**src/rtl/hazard_unit_pkg.sv**
```systemverilog
// Shared constants for the pipeline hazard unit:
// divider FSM state encoding and forward-select codes.
package hazard_unit_pkg;

  localparam logic [1:0] S_IDLE  = 2'd0;
  localparam logic [1:0] S_START = 2'd1;
  localparam logic [1:0] S_BUSY  = 2'd2;
  localparam logic [1:0] S_DONE  = 2'd3;

  localparam logic [1:0] FWD_RF = 2'b00;
  localparam logic [1:0] FWD_W  = 2'b01;
  localparam logic [1:0] FWD_M  = 2'b10;

endpackage

```
**src/rtl/hazard_unit_if.sv**
```systemverilog
// Bundle between the core (controller/datapath) and
// the hazard unit: stage control bits in, stall/flush/fwd out.
interface hazard_unit_if #(
  parameter int RW = 5
);

  logic [RW-1:0] rsD;
  logic [RW-1:0] rtD;
  logic [RW-1:0] rsE;
  logic [RW-1:0] rtE;
  logic [RW-1:0] writeregE;
  logic [RW-1:0] writeregM;
  logic [RW-1:0] writeregW;
  logic          regwriteE;
  logic          regwriteM;
  logic          regwriteW;
  logic          memtoregE;
  logic          memtoregM;
  logic          branchD;
  logic          divE;
  logic          div_doneE;

  logic          forwardaD;
  logic          forwardbD;
  logic [1:0]    forwardaE;
  logic [1:0]    forwardbE;
  logic          stallF;
  logic          stallD;
  logic          stallE;
  logic          flushE;
  logic          flushM;
  logic          div_startE;
  logic          div_busy;

  modport master (
    output rsD, rtD, rsE, rtE,
    output writeregE, writeregM, writeregW,
    output regwriteE, regwriteM, regwriteW,
    output memtoregE, memtoregM,
    output branchD, divE, div_doneE,
    input  forwardaD, forwardbD,
    input  forwardaE, forwardbE,
    input  stallF, stallD, stallE,
    input  flushE, flushM,
    input  div_startE, div_busy
  );

  modport slave (
    input  rsD, rtD, rsE, rtE,
    input  writeregE, writeregM, writeregW,
    input  regwriteE, regwriteM, regwriteW,
    input  memtoregE, memtoregM,
    input  branchD, divE, div_doneE,
    output forwardaD, forwardbD,
    output forwardaE, forwardbE,
    output stallF, stallD, stallE,
    output flushE, flushM,
    output div_startE, div_busy
  );

endinterface

```
**src/rtl/hazard_unit_div_handshake.sv**
```systemverilog
// Start/done handshake with the multi-cycle divider;
// freezes the front of the pipe while a DIV sits in E.
module div_handshake
  import hazard_unit_pkg::*;
(
  input  logic clk,
  input  logic rst,
  input  logic i_div,
  input  logic i_done,
  output logic o_stall,
  output logic o_start,
  output logic o_busy
);

  logic [1:0] r_state;
  logic [1:0] w_next;
  logic       w_idle;
  logic       w_start;
  logic       w_busy;
  logic       w_done;

  assign w_idle  = (r_state == S_IDLE);
  assign w_start = (r_state == S_START);
  assign w_busy  = (r_state == S_BUSY);
  assign w_done  = (r_state == S_DONE);

  // DONE returns to IDLE unconditionally so the DIV
  // still sitting in E cannot retrigger the divider.
  always_comb begin
    w_next = r_state;
    unique case (1'b1)
      w_idle:  if (i_div) w_next = S_START;
      w_start: w_next = S_BUSY;
      w_busy:  if (i_done) w_next = S_DONE;
      w_done:  w_next = S_IDLE;
      default: w_next = S_IDLE;
    endcase
  end

  always_ff @(posedge clk or posedge rst) begin
    if (rst) r_state <= S_IDLE;
    else     r_state <= w_next;
  end

  assign o_stall = !rst &&
    ((w_idle && i_div) || w_start || w_busy);
  assign o_start = !rst && w_start;
  assign o_busy  = !rst && (w_start || w_busy);

endmodule

```
**src/rtl/hazard_unit.sv**
```systemverilog
// Pipeline hazard responder: forwarding selects,
// load-use / branch / divider stalls and flushes.
module hazard_unit
  import hazard_unit_pkg::*;
#(
  parameter int RW = 5
) (
  input  logic         clk,
  input  logic         rst,
  hazard_unit_if.slave hz
);

  logic w_lwstall;
  logic w_brstall;
  logic w_divstall;
  logic w_div_start;
  logic w_div_busy;
  logic w_front;

  function automatic logic hit(
    input logic [RW-1:0] a,
    input logic [RW-1:0] b,
    input logic          en
  );
    return en && (a != '0) && (a == b);
  endfunction

  function automatic logic [1:0] fwd_sel(
    input logic [RW-1:0] src,
    input logic [RW-1:0] wm,
    input logic          rwm,
    input logic [RW-1:0] ww,
    input logic          rww
  );
    if (hit(src, wm, rwm))      return FWD_M;
    else if (hit(src, ww, rww)) return FWD_W;
    else                        return FWD_RF;
  endfunction

  assign hz.forwardaE = fwd_sel(hz.rsE,
    hz.writeregM, hz.regwriteM,
    hz.writeregW, hz.regwriteW);
  assign hz.forwardbE = fwd_sel(hz.rtE,
    hz.writeregM, hz.regwriteM,
    hz.writeregW, hz.regwriteW);

  assign hz.forwardaD =
    hit(hz.rsD, hz.writeregM, hz.regwriteM);
  assign hz.forwardbD =
    hit(hz.rtD, hz.writeregM, hz.regwriteM);

  assign w_lwstall = hz.memtoregE &&
    (hz.rtE != '0) &&
    ((hz.rsD == hz.rtE) || (hz.rtD == hz.rtE));

  // A branch resolves in D, so an ALU result still in E
  // or a load still in M cannot be bypassed yet.
  assign w_brstall = hz.branchD && (
    hit(hz.writeregE, hz.rsD, hz.regwriteE) ||
    hit(hz.writeregE, hz.rtD, hz.regwriteE) ||
    hit(hz.writeregM, hz.rsD, hz.memtoregM) ||
    hit(hz.writeregM, hz.rtD, hz.memtoregM));

  div_handshake u_div (
    .clk     (clk),
    .rst     (rst),
    .i_div   (hz.divE),
    .i_done  (hz.div_doneE),
    .o_stall (w_divstall),
    .o_start (w_div_start),
    .o_busy  (w_div_busy)
  );

  assign w_front = w_lwstall || w_brstall;

  assign hz.stallF     = w_front || w_divstall;
  assign hz.stallD     = w_front || w_divstall;
  assign hz.stallE     = w_divstall;
  assign hz.flushM     = w_divstall;
  assign hz.flushE     = w_front && !w_divstall;
  assign hz.div_startE = w_div_start;
  assign hz.div_busy   = w_div_busy;

endmodule

```
**src/flat_wrapper.sv**
```systemverilog
// flat-port wrapper written by rule: the top's interface ports become plain ports
module hazard_unit_flat import hazard_unit_pkg::*;
#(
  parameter int RW = 5
)
  (clk, rst, hz_rsD, hz_rtD, hz_rsE, hz_rtE, hz_writeregE, hz_writeregM, hz_writeregW, hz_regwriteE, hz_regwriteM, hz_regwriteW, hz_memtoregE, hz_memtoregM, hz_branchD, hz_divE, hz_div_doneE, hz_forwardaD, hz_forwardbD, hz_forwardaE, hz_forwardbE, hz_stallF, hz_stallD, hz_stallE, hz_flushE, hz_flushM, hz_div_startE, hz_div_busy);
  hazard_unit_if #(.RW(RW)) hz_i ();
  input  logic clk;
  input  logic rst;
  input wire logic [$bits(hz_i.rsD)-1:0] hz_rsD;
  input wire logic [$bits(hz_i.rtD)-1:0] hz_rtD;
  input wire logic [$bits(hz_i.rsE)-1:0] hz_rsE;
  input wire logic [$bits(hz_i.rtE)-1:0] hz_rtE;
  input wire logic [$bits(hz_i.writeregE)-1:0] hz_writeregE;
  input wire logic [$bits(hz_i.writeregM)-1:0] hz_writeregM;
  input wire logic [$bits(hz_i.writeregW)-1:0] hz_writeregW;
  input wire logic [$bits(hz_i.regwriteE)-1:0] hz_regwriteE;
  input wire logic [$bits(hz_i.regwriteM)-1:0] hz_regwriteM;
  input wire logic [$bits(hz_i.regwriteW)-1:0] hz_regwriteW;
  input wire logic [$bits(hz_i.memtoregE)-1:0] hz_memtoregE;
  input wire logic [$bits(hz_i.memtoregM)-1:0] hz_memtoregM;
  input wire logic [$bits(hz_i.branchD)-1:0] hz_branchD;
  input wire logic [$bits(hz_i.divE)-1:0] hz_divE;
  input wire logic [$bits(hz_i.div_doneE)-1:0] hz_div_doneE;
  output wire logic [$bits(hz_i.forwardaD)-1:0] hz_forwardaD;
  output wire logic [$bits(hz_i.forwardbD)-1:0] hz_forwardbD;
  output wire logic [$bits(hz_i.forwardaE)-1:0] hz_forwardaE;
  output wire logic [$bits(hz_i.forwardbE)-1:0] hz_forwardbE;
  output wire logic [$bits(hz_i.stallF)-1:0] hz_stallF;
  output wire logic [$bits(hz_i.stallD)-1:0] hz_stallD;
  output wire logic [$bits(hz_i.stallE)-1:0] hz_stallE;
  output wire logic [$bits(hz_i.flushE)-1:0] hz_flushE;
  output wire logic [$bits(hz_i.flushM)-1:0] hz_flushM;
  output wire logic [$bits(hz_i.div_startE)-1:0] hz_div_startE;
  output wire logic [$bits(hz_i.div_busy)-1:0] hz_div_busy;
  assign hz_i.rsD = hz_rsD;
  assign hz_i.rtD = hz_rtD;
  assign hz_i.rsE = hz_rsE;
  assign hz_i.rtE = hz_rtE;
  assign hz_i.writeregE = hz_writeregE;
  assign hz_i.writeregM = hz_writeregM;
  assign hz_i.writeregW = hz_writeregW;
  assign hz_i.regwriteE = hz_regwriteE;
  assign hz_i.regwriteM = hz_regwriteM;
  assign hz_i.regwriteW = hz_regwriteW;
  assign hz_i.memtoregE = hz_memtoregE;
  assign hz_i.memtoregM = hz_memtoregM;
  assign hz_i.branchD = hz_branchD;
  assign hz_i.divE = hz_divE;
  assign hz_i.div_doneE = hz_div_doneE;
  assign hz_forwardaD = hz_i.forwardaD;
  assign hz_forwardbD = hz_i.forwardbD;
  assign hz_forwardaE = hz_i.forwardaE;
  assign hz_forwardbE = hz_i.forwardbE;
  assign hz_stallF = hz_i.stallF;
  assign hz_stallD = hz_i.stallD;
  assign hz_stallE = hz_i.stallE;
  assign hz_flushE = hz_i.flushE;
  assign hz_flushM = hz_i.flushM;
  assign hz_div_startE = hz_i.div_startE;
  assign hz_div_busy = hz_i.div_busy;
  hazard_unit #(.RW(RW)) u_core (.clk(clk), .rst(rst), .hz(hz_i));
endmodule
```
**config.mk**
```make
export PLATFORM = sky130hd
export DESIGN_NAME = hazard_unit_flat
export DESIGN_NICKNAME = d
export VERILOG_FILES = /design/src/rtl/hazard_unit_pkg.sv /design/src/rtl/hazard_unit_if.sv /design/src/rtl/hazard_unit_div_handshake.sv /design/src/rtl/hazard_unit.sv /design/src/flat_wrapper.sv
export SDC_FILE = /design/constraint.sdc
export NUM_CORES = 1
export LEC_CHECK = 0
export BUFFER_PORTS_ARGS = -buffer_cell sky130_fd_sc_hd__buf_2
export CORE_MARGIN = 5
export CORE_UTILIZATION = 48
export CTS_BUF_LIST = sky130_fd_sc_hd__clkbuf_8
export DETAILED_ROUTE_END_ITERATION = 8
export GPL_TIMING_DRIVEN = 0
export PLACE_DENSITY_LB_ADDON = 0.15
export SKIP_LAST_GASP = 1
export SYNTH_ARGS = -nofsm -noshare
export SYNTH_HDL_FRONTEND = slang
export SYNTH_HIERARCHICAL = 1
export SYNTH_SLANG_ARGS = --single-unit
export TNS_END_PERCENT = 50
```
**constraint.sdc**
```tcl
create_clock -name clk -period 4.2 [get_ports clk]
set_input_delay 0.42 -clock clk [delete_from_list [all_inputs] [get_ports clk]]
set_output_delay 0.42 -clock clk [all_outputs]
set_load 0.1 [all_outputs]
```
==> Word level (Yosys, flattened, before mapping) <==
Cells that the tools add are included.
{ "word_totals": {"ff_bits": 2, "latch_bits": 0, "ram_bits": 0, "romBits": 0, "in_bits": 45, "out_inout_bits": 13, "elab_cells": 69, "memories": 0} }
{ "op_classes": {"n_addsub": 0, "multipliers": 0, "n_div": 0, "n_lt_le_gt_ge": 0, "n_eq_ne": 16, "n_shift": 0, "mux": 7, "n_bitwise": 0, "n_reduce_logical": 45} }
{ "ops": {"columns": ["operator", "count"], "rows": [
  ["equality test 5 bit", 12],
  ["nonzero test 5 bit", 6],
  ["logical AND 1 bit", 26],
  ["logical OR 1 bit", 9],
  ["two-way mux 2 bit", 4],
  ["one-hot mux 2 bit (3 select lines)", 1],
  ["!= test 2 bit (second input constant)", 2],
  ["equality test 2 x 1 -> 1 bit (second input constant)", 1],
  ["equality test 2 bit (second input constant)", 1],
  ["logical NOT 1 bit", 2],
  ["logical NOT 2 bit", 1],
  ["two-way mux 1 bit", 2],
  ["AND reduction 2 bit", 1]
]} }

==> Logic depth before layout (Yosys ltp) <==
{ "logic_depth": {"ltp_word": 9, "depth_mapped": 7, "depth_no_buf": 5} }

==> Hierarchy <==
The synthesis kept the hierarchy.
{ "modules_own_cells": {"columns": ["mod", "instances", "cells_each", "area_per_inst_um2", "seq_area_each_um2"], "rows": [
  ["hazard_unit", 1, 102, 772.0, 0.0],
  ["div_handshake", 1, 17, 167.7, 50.0]
]} }

==> Worst setup path after synthesis <==
OpenSTA, ideal clock, no wires.
{ "synth_timing": {"path_type": "input port to output port", "startpoint": "in hz_writeregM[4]", "endpoint": "out hz_forwardaE[0]", "arrival_ps": 5751, "slack_ps": -1971, "path_stages": 5, "path_cell_list": "clkbuf_1 -> xnor2_1 -> nand4_1 -> nor4_1 -> nor4_1"} }
{ "synth_via": {"elab_chain_cells": 3} }
{ "synth_lines": {"columns": ["element", "line_no", "source"], "rows": [
  ["start, declared", "flat_wrapper.sv:15", "input wire logic [$bits(hz_i.writeregM)-1:0] hz_writeregM;"],
  ["equality test 5 bit", "hazard_unit.sv:25", "return en && (a != '0) && (a == b);"],
  ["logical AND 1 bit", "hazard_unit.sv:25", null],
  ["two-way mux 2 bit", "hazard_unit.sv:35", "if (hit(src, wm, rwm)) return FWD_M;"],
  ["end, declared", "flat_wrapper.sv:27", "output wire logic [$bits(hz_i.forwardaE)-1:0] hz_forwardaE;"]
]} }
No other way between the ends.

==> Worst setup path in the final report <==
{ "layout_timing": {"startpoint": "in hz_writeregM[3]", "endpoint": "out hz_stallF"} }
{ "layout_via": {"elab_chain_cells": 8, "elab_cells_between_ends": 11} }
{ "layout_lines": {"columns": ["element", "line_no", "source"], "rows": [
  ["nonzero test 5 bit", "hazard_unit.sv:25", null],
  ["logical AND 1 bit (2 in a row)", "hazard_unit.sv:25", null],
  ["logical OR 1 bit", "hazard_unit.sv:60", "hit(hz.writeregE, hz.rtD, hz.regwriteE) ||"],
  ["logical OR 1 bit *", "hazard_unit.sv:61", "hit(hz.writeregM, hz.rsD, hz.memtoregM) ||"],
  ["logical AND 1 bit *", "hazard_unit.sv:58", "assign w_brstall = hz.branchD && ("],
  ["logical OR 1 bit *", "hazard_unit.sv:74", "assign w_front = w_lwstall || w_brstall;"],
  ["logical OR 1 bit *", "hazard_unit.sv:76", "assign hz.stallF = w_front || w_divstall;"],
  ["end, declared", "flat_wrapper.sv:29", "output wire logic [$bits(hz_i.stallF)-1:0] hz_stallF;"]
]} }
Every way passes the cells marked *; elsewhere a longest branch is shown, timed or not.

==> results.toml <==
[power_and_ir_drop]
p_per_area_mw_per_mm2 = 430
leakage_nw = 0.538
peakVddDrop_mv = 0.876

[sta]
tightest_slew_ns = 0.494
setup_violations = 0
hold_slack_ns = 0.0944
rsz0062_at_grt = "no"
slew_headroom = 0.673
tns_ns = 0
setup_slack_ns = 1.65
fin_crit_sh = 0.607
finClkSkew_ns = 0.00278
hold_viol = 0
period_needed_ns = 2.55
fmax_mhz = 392
drv_slew = 0

[layout]
drive_above_1_share = 0.385
reg_top3 = "u_core/u_div/r_state (2)"
diodes = 0
area_growth_pct = 35.3
largest_reg_flops = 2
nNetsFinal = 219
fill_cells = 164
largest_register = "u_core/u_div/r_state"

[yosys]
netlist_instances = 119
ys_seq_elements = 2
ys_seq_area_frac = 0.0533
synth_cell_types = 32
yosys_warnings = 6
syn_avg_cell_area_um2 = 7.90
syn_area_um2 = 940
syn-num-nets = 167

[drt]
firstDrtPassIters = 4
drc = 0
drt-initial-drc-count = 10
finalWirelength_mm = 2.62
wl_per_cell_um = 13.3
vias_per_cell = 5.13
vias = 1006
ant_nets = 0

[die]
fp.dieH_um = 54.2
ios = 58
rows = 16
die_width_um = 54.2
initial_core_util = 0.489
die_area_mm2 = 0.00294
coreArea_mm2 = 0.00192

[worst_setup_path]
critical_path_peak_fanout = 5
worst-setup-path-type = "in2out"
r2r-start = "u_core/u_div/r_state[0]$_DFFE_PP0P_"
ff2ff_setup_slack_ns = 2.84
crit_arrival_ns = 2.13
cp-endpoint = "hz_stallF"
r2r-end = "u_core/u_div/r_state[1]$_DFFE_PP0P_"
cp-end-kind = "output pin"
cp-startpoint = "hz_writeregM[3]"
critPathLaunchType = "input port"
cp.required_ns = 3.78
r2r.worst_path.cells = 4

[place]
io_buffer_count = 47
dp_hpwl_mm = 2.24
pre_cts_slack_ns = 1.66
place_congestion = 0.825

[global_route]
antenna_found_initial = 0
grt_max_degree = 7
grt_pass1_wl_mm = 4.36
grt_pass1_vias = 1027
grt.total_usage = 0.197
grt_overflow = 0

[clock_network]
htree_levels = 1
cts_hold_buffers = 0
clk_path_buf_depth = 2
clk_latency_ns = 0.21
cts_sinks = 2
cts_inserted_buffers = 3
postCtsResizedCells = 0
path_clk_slew_ns = 0.03
cts_tree = "yes"
post_cts_buffers = 0
clockRootBuffer = "clkbuf_8"

[outcome]
status = "finished, final reports clean"

[min_path]
hold_path.class = "in2async"

[run]
drv_cap = 0
[where the power goes]
| group | internal [W] | leakage [nW] | switching (W) |
|---|---|---|---|
| combinational | 0.000129 | 0.492 | 0.000306 |
| clock | 0.0000604 | 0.0216 | 0.0000134 |
| sequential | 0.0000304 | 0.0237 | 0.00000786 |
[how the worst min path moves through the flow]
stage	start	to	slack, ns
2_1_floorplan	rst	u_core/u_div/r_state[0]$_DFFE_PP0P_	0.16
4_1_cts	rst	u_core/u_div/r_state[1]$_DFFE_PP0P_	0.09
6_report	rst	u_core/u_div/r_state[1]$_DFFE_PP0P_	0.09
5_1_grt	rst	u_core/u_div/r_state[0]$_DFFE_PP0P_	0.1
3_3_place_gp	rst	u_core/u_div/r_state[1]$_DFFE_PP0P_	0.30
3_5_place_dp	rst	u_core/u_div/r_state[1]$_DFFE_PP0P_	0.31
[cell type report]
cell class,instances,area (um^2),share of cell area
buffer,12,72.6,0.0571
clock buffer,3,41.3,0.0325
inverter,5,18.8,0.0148
multi-input combinational,100,820,0.645
sequential,2,50.0,0.0394
tap,27,33.8,0.0266
timing repair buffer,47,235,0.185
[layout by cell type, fill, tap and decap left out, types with 4 or more instances in the layout]
cell type | synthesis | final
clkbuf_1 | 6 | 6
inv_1 | 5 | 5
nor3_1 | 5 | 5
buf_2 | 2 | 49
nand2_1 | 5 | 5
nand4_1 | 4 | 4
xnor2_1 | 38 | 38
xor2_1 | 12 | 12
nand3_1 | 6 | 6
clkbuf_8 | 1 | 4
[critical path, stage by stage]
cell and delay, ns:
clkbuf_1 0.26, xnor2_1 0.19, nand3_1 0.10, nor3_1 0.32
o2111ai_1 0.18, nand4b_1 0.15, buf_4 0.11, buf_2 0.41
[synth_stat cells]
cell type,instances,area (um^2)
nand2_1,5,18.8
buf_4,2,15.0
o311a_1,2,20.0
nor4_2,2,25.0
nor2_4,1,11.3
inv_1,5,18.8
xnor2_1,38,333
o2111ai_1,2,17.5
a211oi_1,1,7.51
nor3_1,5,25.0
nand4_1,4,25.0
clkbuf_8,1,13.8
ha_1,3,37.5
o221ai_1,1,8.76
dfrtp_1,2,50.1
or3_1,2,12.5
buf_6,1,11.3
a31oi_1,1,6.26
nand4b_1,1,8.76
nor4_1,2,12.5
xor2_1,12,105
clkbuf_1,6,22.5
or4_4,1,11.3
a22oi_2,1,12.5
o22ai_1,1,6.26
nor2_1,3,11.3
mux2_4,1,15.0
nor2b_1,2,12.5
or4_1,2,15.0
buf_2,2,10.0
o22a_2,1,10.0
nand3_1,6,30.0
[routing by layer]
metal,track usage,vias up,part of all wire
met1,0.246,450,0.42
met2,0.359,44,0.48
met4,0.0373,0,0.0061
met3,0.0245,2,0.091
li1,-,510,-
met5,0,-,0
[metrics by stage]
stage | std cells | power (W) | instance area (um^2) | util
4_1_cts | 196 | 0.000551 | 1270 | 0.661
6_report | 196 | 0.000547 | 1270 | 0.661
3_3_place_gp | 193 | 0.000461 | 1230 | 0.640
3_5_place_dp | 193 | 0.000470 | 1230 | 0.640
2_1_floorplan | 119 | 0.000395 | 961 | -
5_1_grt | 196 | 0.000584 | 1270 | 0.661
[kinds of logic after synthesis]
logic type	count (synthesis)	synth area share
xor gates and xnor gates	50	0.466
and+or+nand+nor	36	0.233
buffers and inverters	17	0.0972
AOI/OAI and AO/OA	10	0.0946
adders and majority gates	3	0.0400
DFF	2	0.0533
muxes	1	0.0160
Note: power is estimated with default switching activity, not from simulation.
